<file path="src/rtl/rv_pkg.sv">
// Shared register-file constants for the write-back slice.
//   XLEN        default datapath width
//   REG_ADDR_W  register index width
//   NUM_REGS    architectural register count
//   X0          hard-wired zero register index
//   reg_onehot  one-hot mask for a register index
package rv_pkg;

  localparam int unsigned XLEN       = 32;
  localparam int unsigned REG_ADDR_W = 5;
  localparam int unsigned NUM_REGS   = 32;

  localparam logic [REG_ADDR_W-1:0] X0 = '0;

  function automatic logic [NUM_REGS-1:0] reg_onehot(input logic [REG_ADDR_W-1:0] r);
    logic [NUM_REGS-1:0] v;
    v    = '0;
    v[r] = 1'b1;
    return v;
  endfunction

endpackage

</file>
<file path="src/rtl/wb_sync_fifo.sv">
// Single-clock FIFO with occupancy count; holds load results until they win
// the register-file write port.
//   clk, reset       clock, synchronous active-low reset (flushes contents)
//   push, push_data  enqueue request (ignored when full)
//   pop              dequeue request (ignored when empty)
//   head_data        entry at the head, valid when !empty
//   count            occupancy, 0..DEPTH
//   full, empty      occupancy flags
module wb_sync_fifo #(
  parameter int unsigned WIDTH = 37,
  parameter int unsigned DEPTH = 4
) (
  input  logic                     clk,
  input  logic                     reset,
  input  logic                     push,
  input  logic [WIDTH-1:0]         push_data,
  input  logic                     pop,
  output logic [WIDTH-1:0]         head_data,
  output logic [$clog2(DEPTH):0]   count,
  output logic                     full,
  output logic                     empty
);

  localparam int unsigned PTR_W = $clog2(DEPTH);

  logic [WIDTH-1:0] mem [DEPTH];
  logic [PTR_W-1:0] wr_ptr;
  logic [PTR_W-1:0] rd_ptr;
  logic [PTR_W:0]   count_q;
  logic             push_ok;
  logic             pop_ok;

  assign full      = (count_q == (PTR_W+1)'(DEPTH));
  assign empty     = (count_q == '0);
  assign push_ok   = push && !full;
  assign pop_ok    = pop && !empty;
  assign head_data = mem[rd_ptr];
  assign count     = count_q;

  always_ff @(posedge clk) begin
    if (push_ok) begin
      mem[wr_ptr] <= push_data;
    end
  end

  // DEPTH is a power of two, so pointer increments wrap naturally.
  always_ff @(posedge clk) begin
    if (!reset) begin
      wr_ptr  <= '0;
      rd_ptr  <= '0;
      count_q <= '0;
    end else begin
      if (push_ok) wr_ptr <= wr_ptr + PTR_W'(1);
      if (pop_ok)  rd_ptr <= rd_ptr + PTR_W'(1);
      case ({push_ok, pop_ok})
        2'b10:   count_q <= count_q + (PTR_W+1)'(1);
        2'b01:   count_q <= count_q - (PTR_W+1)'(1);
        default: count_q <= count_q;
      endcase
    end
  end

endmodule

</file>
<file path="src/rtl/rf_writeback_unit.sv">
// Write-side initiator for the 32x32 register file. Arbitrates ALU results
// and buffered load results onto the single write port, tracks registers with
// an outstanding load (decode stall) and flags same-cycle bypass for the two
// async read ports.
//   clk, reset                    clock, synchronous active-low reset
//   alu_valid/ready/rd/data       ALU result handshake
//   lsu_valid/ready/rd/data       load result handshake into the load FIFO
//   ld_issue, ld_issue_rd         load issued; marks its destination busy
//   dec_valid/rs1/rs2/rd          decode operands checked against busy set
//   dec_stall                     decode must hold
//   fwd1_en, fwd2_en              bypass rg_wrt_data to read port 1 / 2
//   rg_wrt_en/addr/data           register file write port (registered)
//   lq_count                      load FIFO occupancy
module rf_writeback_unit #(
  parameter int unsigned LQ_DEPTH = 4,
  parameter int unsigned XLEN     = rv_pkg::XLEN
) (
  input  logic                       clk,
  input  logic                       reset,
  input  logic                       alu_valid,
  output logic                       alu_ready,
  input  logic [4:0]                 alu_rd,
  input  logic [XLEN-1:0]            alu_data,
  input  logic                       lsu_valid,
  output logic                       lsu_ready,
  input  logic [4:0]                 lsu_rd,
  input  logic [XLEN-1:0]            lsu_data,
  input  logic                       ld_issue,
  input  logic [4:0]                 ld_issue_rd,
  input  logic                       dec_valid,
  input  logic [4:0]                 dec_rs1,
  input  logic [4:0]                 dec_rs2,
  input  logic [4:0]                 dec_rd,
  output logic                       dec_stall,
  output logic                       fwd1_en,
  output logic                       fwd2_en,
  output logic                       rg_wrt_en,
  output logic [4:0]                 rg_wrt_addr,
  output logic [XLEN-1:0]            rg_wrt_data,
  output logic [$clog2(LQ_DEPTH):0]  lq_count
);

  import rv_pkg::*;

  localparam int unsigned ENT_W = REG_ADDR_W + XLEN;

  logic                  lq_push;
  logic                  lq_pop;
  logic [ENT_W-1:0]      lq_head;
  logic                  lq_full;
  logic                  lq_empty;
  logic [REG_ADDR_W-1:0] head_rd;
  logic [XLEN-1:0]       head_data;

  logic                  win_valid;
  logic [REG_ADDR_W-1:0] win_rd;
  logic [XLEN-1:0]       win_data;

  logic [NUM_REGS-1:0]   busy_q;
  logic [NUM_REGS-1:0]   busy_d;

  wb_sync_fifo #(
    .WIDTH (ENT_W),
    .DEPTH (LQ_DEPTH)
  ) u_load_fifo (
    .clk       (clk),
    .reset     (reset),
    .push      (lq_push),
    .push_data ({lsu_rd, lsu_data}),
    .pop       (lq_pop),
    .head_data (lq_head),
    .count     (lq_count),
    .full      (lq_full),
    .empty     (lq_empty)
  );

  assign head_rd   = lq_head[XLEN +: REG_ADDR_W];
  assign head_data = lq_head[XLEN-1:0];

  assign lsu_ready = !lq_full;
  assign alu_ready = !lq_full;
  assign lq_push   = lsu_valid && !lq_full;

  // A full FIFO takes priority so the ALU can never starve loads forever;
  // otherwise the ALU wins and loads drain in idle ALU cycles.
  always_comb begin
    win_valid = 1'b0;
    win_rd    = X0;
    win_data  = '0;
    lq_pop    = 1'b0;
    if (lq_full) begin
      lq_pop    = 1'b1;
      win_valid = 1'b1;
      win_rd    = head_rd;
      win_data  = head_data;
    end else if (alu_valid) begin
      win_valid = 1'b1;
      win_rd    = alu_rd;
      win_data  = alu_data;
    end else if (!lq_empty) begin
      lq_pop    = 1'b1;
      win_valid = 1'b1;
      win_rd    = head_rd;
      win_data  = head_data;
    end
  end

  // Address/data hold when nothing is written; bypass is gated by rg_wrt_en.
  always_ff @(posedge clk) begin
    if (!reset) begin
      rg_wrt_en   <= 1'b0;
      rg_wrt_addr <= '0;
      rg_wrt_data <= '0;
    end else begin
      rg_wrt_en <= win_valid && (win_rd != X0);
      if (win_valid && (win_rd != X0)) begin
        rg_wrt_addr <= win_rd;
        rg_wrt_data <= win_data;
      end
    end
  end

  // Clear applied before set so a new load to the same rd keeps it busy.
  always_comb begin
    busy_d = busy_q;
    if (lq_pop && (head_rd != X0)) begin
      busy_d = busy_d & ~reg_onehot(head_rd);
    end
    if (ld_issue && (ld_issue_rd != X0)) begin
      busy_d = busy_d | reg_onehot(ld_issue_rd);
    end
    busy_d[0] = 1'b0;
  end

  always_ff @(posedge clk) begin
    if (!reset) begin
      busy_q <= '0;
    end else begin
      busy_q <= busy_d;
    end
  end

  assign dec_stall = dec_valid && (busy_q[dec_rs1] | busy_q[dec_rs2] | busy_q[dec_rd]);

  assign fwd1_en = rg_wrt_en && (rg_wrt_addr == dec_rs1) && (dec_rs1 != X0);
  assign fwd2_en = rg_wrt_en && (rg_wrt_addr == dec_rs2) && (dec_rs2 != X0);

endmodule

</file>
<file path="config.mk">
export PLATFORM = sky130hd
export DESIGN_NAME = rf_writeback_unit
export DESIGN_NICKNAME = d
export VERILOG_FILES = /design/src/rtl/rv_pkg.sv /design/src/rtl/wb_sync_fifo.sv /design/src/rtl/rf_writeback_unit.sv
export SDC_FILE = /design/constraint.sdc
export NUM_CORES = 1
export LEC_CHECK = 0
export CELL_PAD_IN_SITES_DETAIL_PLACEMENT = 0
export CELL_PAD_IN_SITES_GLOBAL_PLACEMENT = 2
export CORE_UTILIZATION = 40
export CTS_CLUSTER_SIZE = 20
export DETAILED_ROUTE_END_ITERATION = 10
export PLACE_DENSITY = 0.86
export SYNTH_ARGS = -nofsm -noshare
export SYNTH_HDL_FRONTEND = slang
export SYNTH_SLANG_ARGS = --single-unit
</file>
<file path="constraint.sdc">
create_clock -name clk -period 9.2 [get_ports clk]
set_input_delay 1.84 -clock clk [delete_from_list [all_inputs] [get_ports clk]]
set_output_delay 1.84 -clock clk [all_outputs]
set_load 0.01 [all_outputs]
</file>
==> run metrics, run 1 <==
# resized after CTS 0; number of pins with negative max-slew slack in the final report 0; Syn-to-layout area delta 24.9%; smallest setup slack after layout 2.76 ns; number of warnings printed during yosys synthesis 0; delay of the slowest cell on the worst path 0.82 ns; fraction of registers with async set/reset 0; initial antenna violation count 2; number of global-route vias before repair 6970; Syn Inst Count 795; post-detailed-route wirelength per cell 19.5 um; count of nets after finishing 1027; worst endpoint data arrival time 4.60 ns; cell chosen for the clock root sky130_fd_sc_hd__clkbuf_16; non-filler cells, final 1270; min cycle time layout 6.44 ns; total power density per cell area 265 nW/um2; wire length of the first global-routing pass 39300 um; setup repair after global routing missed its margin no; Die Height 162 um; fmax 155 MHz; number of levels in the clock H-tree 1; via count 6718; Finish-stage setup viols 0; number of top-level design ports 146; share of final-layout standard cells stronger than drive strength 1 0.130; commonest cells after routing, fill and taps aside 148 x sky130_fd_sc_hd__edfxtp_1, 143 x sky130_fd_sc_hd__clkdlybuf4s50_1, 92 x sky130_fd_sc_hd__nand2_1, 76 x sky130_fd_sc_hd__dfxtp_1, 68 x sky130_fd_sc_hd__o21ai_0; Residual DRC 0; critical path launch point type input port; leakage power figure 4.37 nW; overflow left after global routing 0; initial cell density of the core 0.407; Pre-antenna DRT Iters 5; peak ir drop on the vdd network 0.164 mV; Placed Instances 1224; maximum net fanout on the critical path 9; max-capacitance violation count 0; average cell area after synthesis 12.9 um2; cells along the critical path clkdlybuf4s50_1, mux4_2, mux4_2, nand2_1, o21ai_0, o31a_1, clkdlybuf4s50_1; most used flip-flop cell after synthesis sky130_fd_sc_hd__edfxtp_1; clock-pin slew on the worst setup and hold paths 0.06 ns; clock insertion delay at the later pin of the skew report 0.52 ns; required time of the worst setup path 7.36 ns; cell with the biggest individual delay on the critical path sky130_fd_sc_hd__clkdlybuf4s50_1; outcome finished, final reports clean; Sum Neg Setup Slack 0 ns; CTS Hold Buffers Added 0; half-perimeter wire length after detailed placement 15800 um; Placement Setup Slack 2.73 ns; CTS tree done; total wire length after detailed routing 24700 um; number of distinct library cell variants in the gate-level netlist after synthesis 47; netlist area before placement 10200 um2; nets in the synthesized netlist 901; total count of hold-check failures in the final report 0; clock tree skew after final layout 0.0113 ns; relative slew slack 0.300; Inserted Clock Buffers 25; part of the cycle the worst path needs 0.700; post-detailed-route count of antenna-violating nets 0; number of clock sinks seen by CTS 226; most frequent standard cell in the layout excluding fill and tap cells sky130_fd_sc_hd__edfxtp_1; pin count of the biggest net entering global routing 110; Final Wtd Congestion 0.827; number of enable-type register cells in the synthesized netlist 148; Die Area 26200 um2; end-of-flow core utilization 0.509; overall global routing resource usage 0.193; via density per instance 5.29; input/output buffers 145; WS Path Type input port to output port; transition time at the pin with the least slew margin 1.05 ns; flip-flop and latch count after synthesis 226; placeable core area 25100 um2; sequential fraction of the synthesis area 0.587; First DRT Iteration DRCs 414; type of destination of the critical path output port; Die Span X 162 um; # rows 58; total chip power 0.00338 W; Post-CTS Setup Bufs 0; Max clock buf depth 3; Hold/Removal Path Class register to register
[path summary, 6_finish.rpt]
path	slack, ns	cells past startpoint	end	startpoint
setup / recovery	2.76	7	dec_stall	dec_rs1[0]
hold / removal	0.46	2	rg_wrt_data[17]	rg_wrt_data[17]
setup reg to reg	5.72	10	u_load_fifo.count[2]	u_load_fifo.count[0]
hold reg to reg	0.46	2	rg_wrt_data[17]	rg_wrt_data[17]
[sequential cells by signal, summed over array words and instances (netlist names), named ones only]
signal / flops
u_load_fifo.wr_ptr: 2
rg_wrt_en: 1
u_load_fifo.mem: 148
busy_q: 31
rg_wrt_data: 32
u_load_fifo.rd_ptr: 2
u_load_fifo.count: 3
rg_wrt_addr: 5
[final cells by class]
type / instances / area, um2
clock buffers: 27 / 633
clock inverters: 18 / 250
fillers: 2271 / 12300
flip-flops and latches: 226 / 6010
inverters: 9 / 33.8
multi-input cells: 508 / 3950
diodes: 1 / 2.50
well taps: 330 / 413
repair buffers: 151 / 1490
[cell usage after synthesis, types with 8 or more instances]
master / number / share of area
sky130_fd_sc_hd__inv_1: 9 / 0.0033
sky130_fd_sc_hd__nor2_1: 52 / 0.019
sky130_fd_sc_hd__and2_1: 9 / 0.0055
sky130_fd_sc_hd__edfxtp_1: 148 / 0.43
sky130_fd_sc_hd__mux4_2: 59 / 0.13
sky130_fd_sc_hd__o21ai_0: 68 / 0.033
sky130_fd_sc_hd__dfxtp_1: 78 / 0.15
sky130_fd_sc_hd__a21boi_0: 33 / 0.024
sky130_fd_sc_hd__a21oi_1: 40 / 0.020
sky130_fd_sc_hd__clkbuf_1: 38 / 0.014
sky130_fd_sc_hd__buf_1: 8 / 0.0029
sky130_fd_sc_hd__mux2i_1: 38 / 0.037
sky130_fd_sc_hd__nand2_1: 92 / 0.034
sky130_fd_sc_hd__or3_1: 35 / 0.021
[through the flow]
stage	cell area [um2]	hold WS [ns]
final	12800	0.456
after global routing	12800	0.470
after CTS	12800	0.460
after detailed placement	11900	0.446
after global placement	11900	0.443
after floorplan	10200	0.472
[kinds of logic (layout without fill, tap and decap cells)]
family | Yosys count | in the layout | synth area share
xor gates and xnor gates | 13 | 13 | 0.0111
muxes | 100 | 100 | 0.170
buffers and inverters | 61 | 205 | 0.0272
adders and majority gates | 6 | 6 | 0.00807
DFF | 226 | 226 | 0.587
other | 0 | 1 | 0
AOI/OAI and AO/OA | 157 | 157 | 0.0890
and+or+nand+nor | 232 | 232 | 0.107
[report_power, final]
| part | internal, W | switching, W | leakage, nW |
|---|---|---|---|
| clock | 0.000666 | 0.000406 | 0.419 |
| sequential | 0.00122 | 0.0000632 | 2.00 |
| combinational | 0.000461 | 0.000564 | 1.95 |
| total | 0.00235 | 0.00103 | 4.37 |
[metal layers]
metal | track usage | wire, um | vias to the layer above
li1 | - | - | 3232
met1 | 0.251 | 10800 | 3286
met5 | 0 | 17 | -
met2 | 0.325 | 12000 | 155
met3 | 0.0421 | 1420 | 43
met4 | 0.0515 | 500 | 2
[worst max-delay path: cells and delay by family]
family                 cells  cell delay (ns)
and+or+nand+nor            1             0.07
muxes                      2             1.04
buffers and inverters      2             1.30
AOI/OAI and AO/OA          2             0.35
No activity file was read; power rests on OpenSTA's default activity.
==> run 2, diff against run 1 <==
--- a/config.mk
+++ b/config.mk
@@ -7,10 +7,10 @@
 export LEC_CHECK = 0
 export CELL_PAD_IN_SITES_DETAIL_PLACEMENT = 0
 export CELL_PAD_IN_SITES_GLOBAL_PLACEMENT = 2
-export CORE_UTILIZATION = 40
+export CORE_UTILIZATION = 37
 export CTS_CLUSTER_SIZE = 20
 export DETAILED_ROUTE_END_ITERATION = 10
-export PLACE_DENSITY = 0.86
+export PLACE_DENSITY = 0.8
 export SYNTH_ARGS = -nofsm -noshare
 export SYNTH_HDL_FRONTEND = slang
 export SYNTH_SLANG_ARGS = --single-unit
==> constraint.sdc (replaced) <==
create_clock -name clk -period 6.3 [get_ports clk]
set_input_delay 1.26 -clock clk [delete_from_list [all_inputs] [get_ports clk]]
set_output_delay 1.26 -clock clk [all_outputs]
set_load 0.01 [all_outputs]
==> run metrics, run 2 (synthesized netlist as in run 1, its figures left out) <==
worst endpoint data arrival time 4.01 ns (-0.59 ns); number of levels in the clock H-tree 1 (unchanged); maximum net fanout on the critical path 10 (+1); share of final-layout standard cells stronger than drive strength 1 0.130 (+0.000371); number of flip-flops in the largest register 148 (unchanged); clock tree skew after final layout 0.0297 ns (+0.0184 ns); Antenna Diode Count 0 (-1); max-capacitance violation count 0 (unchanged); total chip power 0.00482 W (+42%); CTS tree done; required time of the worst setup path 5.04 ns (-2.32 ns); peak ir drop on the vdd network 0.194 mV (+18%); non-filler cells, final 1285 (+1.2%); post-detailed-route wirelength per cell 20.0 um (+2.6%); Syn-to-layout area delta 24.6%; total power density per cell area 378 nW/um2 (+43%); clock-pin slew on the worst setup and hold paths 0.06 ns (about the same); min cycle time layout 5.27 ns; Hold/Removal Path Class register to register; total wire length after detailed routing 25700 um (+3.8%); initial cell density of the core 0.379 (-0.0289); commonest cells after routing, fill and taps aside 148 x sky130_fd_sc_hd__edfxtp_1, 143 x sky130_fd_sc_hd__clkdlybuf4s50_1, 92 x sky130_fd_sc_hd__nand2_1, 76 x sky130_fd_sc_hd__dfxtp_1, 68 x sky130_fd_sc_hd__o21ai_0; overflow left after global routing 0 (unchanged); # rows 60 (+3.4%); via density per instance 5.30 (+0.17%); Residual DRC 0 (unchanged); M1 wire length 11500 um (+6.7%); via count 6809 (+1.4%); Most flops, register u_load_fifo.mem; part of the cycle the worst path needs 0.837; number of global-route vias before repair 6994 (+0.34%); overall global routing resource usage 0.183 (-0.00949); initial antenna violation count 1 (-1); Post-CTS Setup Bufs 0 (unchanged); Placed Instances 1237 (+1.1%); Sum Neg Setup Slack 0 ns (unchanged); WS Path Type input port to output port; wire length of the first global-routing pass 40200 um (+2.4%); Max clock buf depth 3 (unchanged); total count of hold-check failures in the final report 0 (unchanged); half-perimeter wire length after detailed placement 16600 um (+5.0%); fmax 190 MHz; outcome finished, final reports clean; relative slew slack 0.308 (+0.00818); placeable core area 27000 um2 (+7.6%); Inserted Clock Buffers 26 (+4.0%); post-detailed-route count of antenna-violating nets 0 (unchanged); pin count of the biggest net entering global routing 71 (-35%); transition time at the pin with the least slew margin 1.04 ns (-0.0123 ns); Die Height 168 um (+3.9%); setup repair after global routing missed its margin no; top layer used by detailed routing met5; cell chosen for the clock root sky130_fd_sc_hd__clkbuf_16; input/output buffers 145 (unchanged); critical path launch point type input port; First DRT Iteration DRCs 477 (+15%); Detail Route met2 WL 12400 um (+3.3%); # resized after CTS 0 (unchanged); number of fill cells 2467 (+8.6%); Pre-antenna DRT Iters 5 (unchanged); Die Area 28300 um2 (+8.0%); routed wire length on met3 1370 um (-3.9%); Finish-stage setup viols 0 (unchanged); clock insertion delay at the later pin of the skew report 0.54 ns (+0.02 ns); biggest registers after layout u_load_fifo.mem (148), rg_wrt_data (32), busy_q (31); type of destination of the critical path output port; worst hold margin 0.454 ns (-0.00177 ns); count of nets after finishing 1030 (+0.29%); Die Span X 168 um (+3.9%); CTS Hold Buffers Added 0 (unchanged); Final Wtd Congestion 0.807 (-2.4%); number of clock sinks seen by CTS 226 (unchanged); number of pins with negative max-slew slack in the final report 0 (unchanged); most frequent standard cell in the layout excluding fill and tap cells sky130_fd_sc_hd__edfxtp_1; number of top-level design ports 146 (unchanged); leakage power figure 4.35 nW (-0.36%)
## run 2: cell count changes in the layout (fill, tap and decap cells not counted), moves of 3 or more
cell | previous run | this run
sky130_fd_sc_hd__buf_4 | 6 | 9
sky130_fd_sc_hd__clkbuf_1 | 2 | 9
sky130_fd_sc_hd__bufinv_16 | 6 | 1
sky130_fd_sc_hd__clkinv_1 | 4 | 1
sky130_fd_sc_hd__clkinv_2 | 2 | 5
## run 2: critical path: stages
cell and delay, ns:
sky130_fd_sc_hd__clkdlybuf4s50_1 0.87, sky130_fd_sc_hd__mux4_2 0.58, sky130_fd_sc_hd__mux2_2 0.27, sky130_fd_sc_hd__a31oi_1 0.18, sky130_fd_sc_hd__nand3_1 0.09, sky130_fd_sc_hd__o31a_1 0.28, sky130_fd_sc_hd__clkdlybuf4s50_1 0.47
## run 2: worst paths after layout
| check | slack (ns) | depth (start not counted) | start | endpoint |
|---|---|---|---|---|
| setup / recovery | 1.03 | 7 | dec_rs2[0] | dec_stall |
| hold / removal | 0.45 | 2 | rg_wrt_data[11] | rg_wrt_data[11] |
| setup reg to reg | 2.79 | 8 | register | rg_wrt_data[18] |
| hold reg to reg | 0.45 | 2 | rg_wrt_data[11] | rg_wrt_data[11] |
## run 2: per-stage QoR
step           area (um2)  utilization  worst slack [ns]
2_1_floorplan       10200            -              1.93
3_3_place_gp        11900        0.441             0.998
3_5_place_dp        11900        0.441              1.01
4_1_cts             12700        0.472             0.996
5_1_grt             12700        0.472             0.892
6_report            12700        0.472              1.03
## run 2: final cells by class
cell class                      count  area, um2  share of cell area
Inverter                            9       33.8             0.00265
Tap cell                          341        427              0.0335
Clock buffer                       36        698              0.0548
Multi-Input combinational cell    508       3950               0.310
Timing Repair Buffer              153       1500               0.118
Sequential cell                   226       6010               0.471
Clock inverter                     12        123             0.00962
## run 2: layer usage
layer / up-vias / global-route usage
met5: - / 0
met4: 2 / 0.0443
met3: 36 / 0.0371
met2: 190 / 0.313
met1: 3338 / 0.239
li1: 3243 / -
## run 2: power by group
part           total, W  switching, W  leakage [nW]  internal [W]
Sequential      0.00189      0.000107          2.00       0.00179
Clock           0.00143      0.000602         0.391      0.000825
Combinational   0.00149      0.000819          1.96      0.000675
Total           0.00482       0.00153          4.35       0.00329
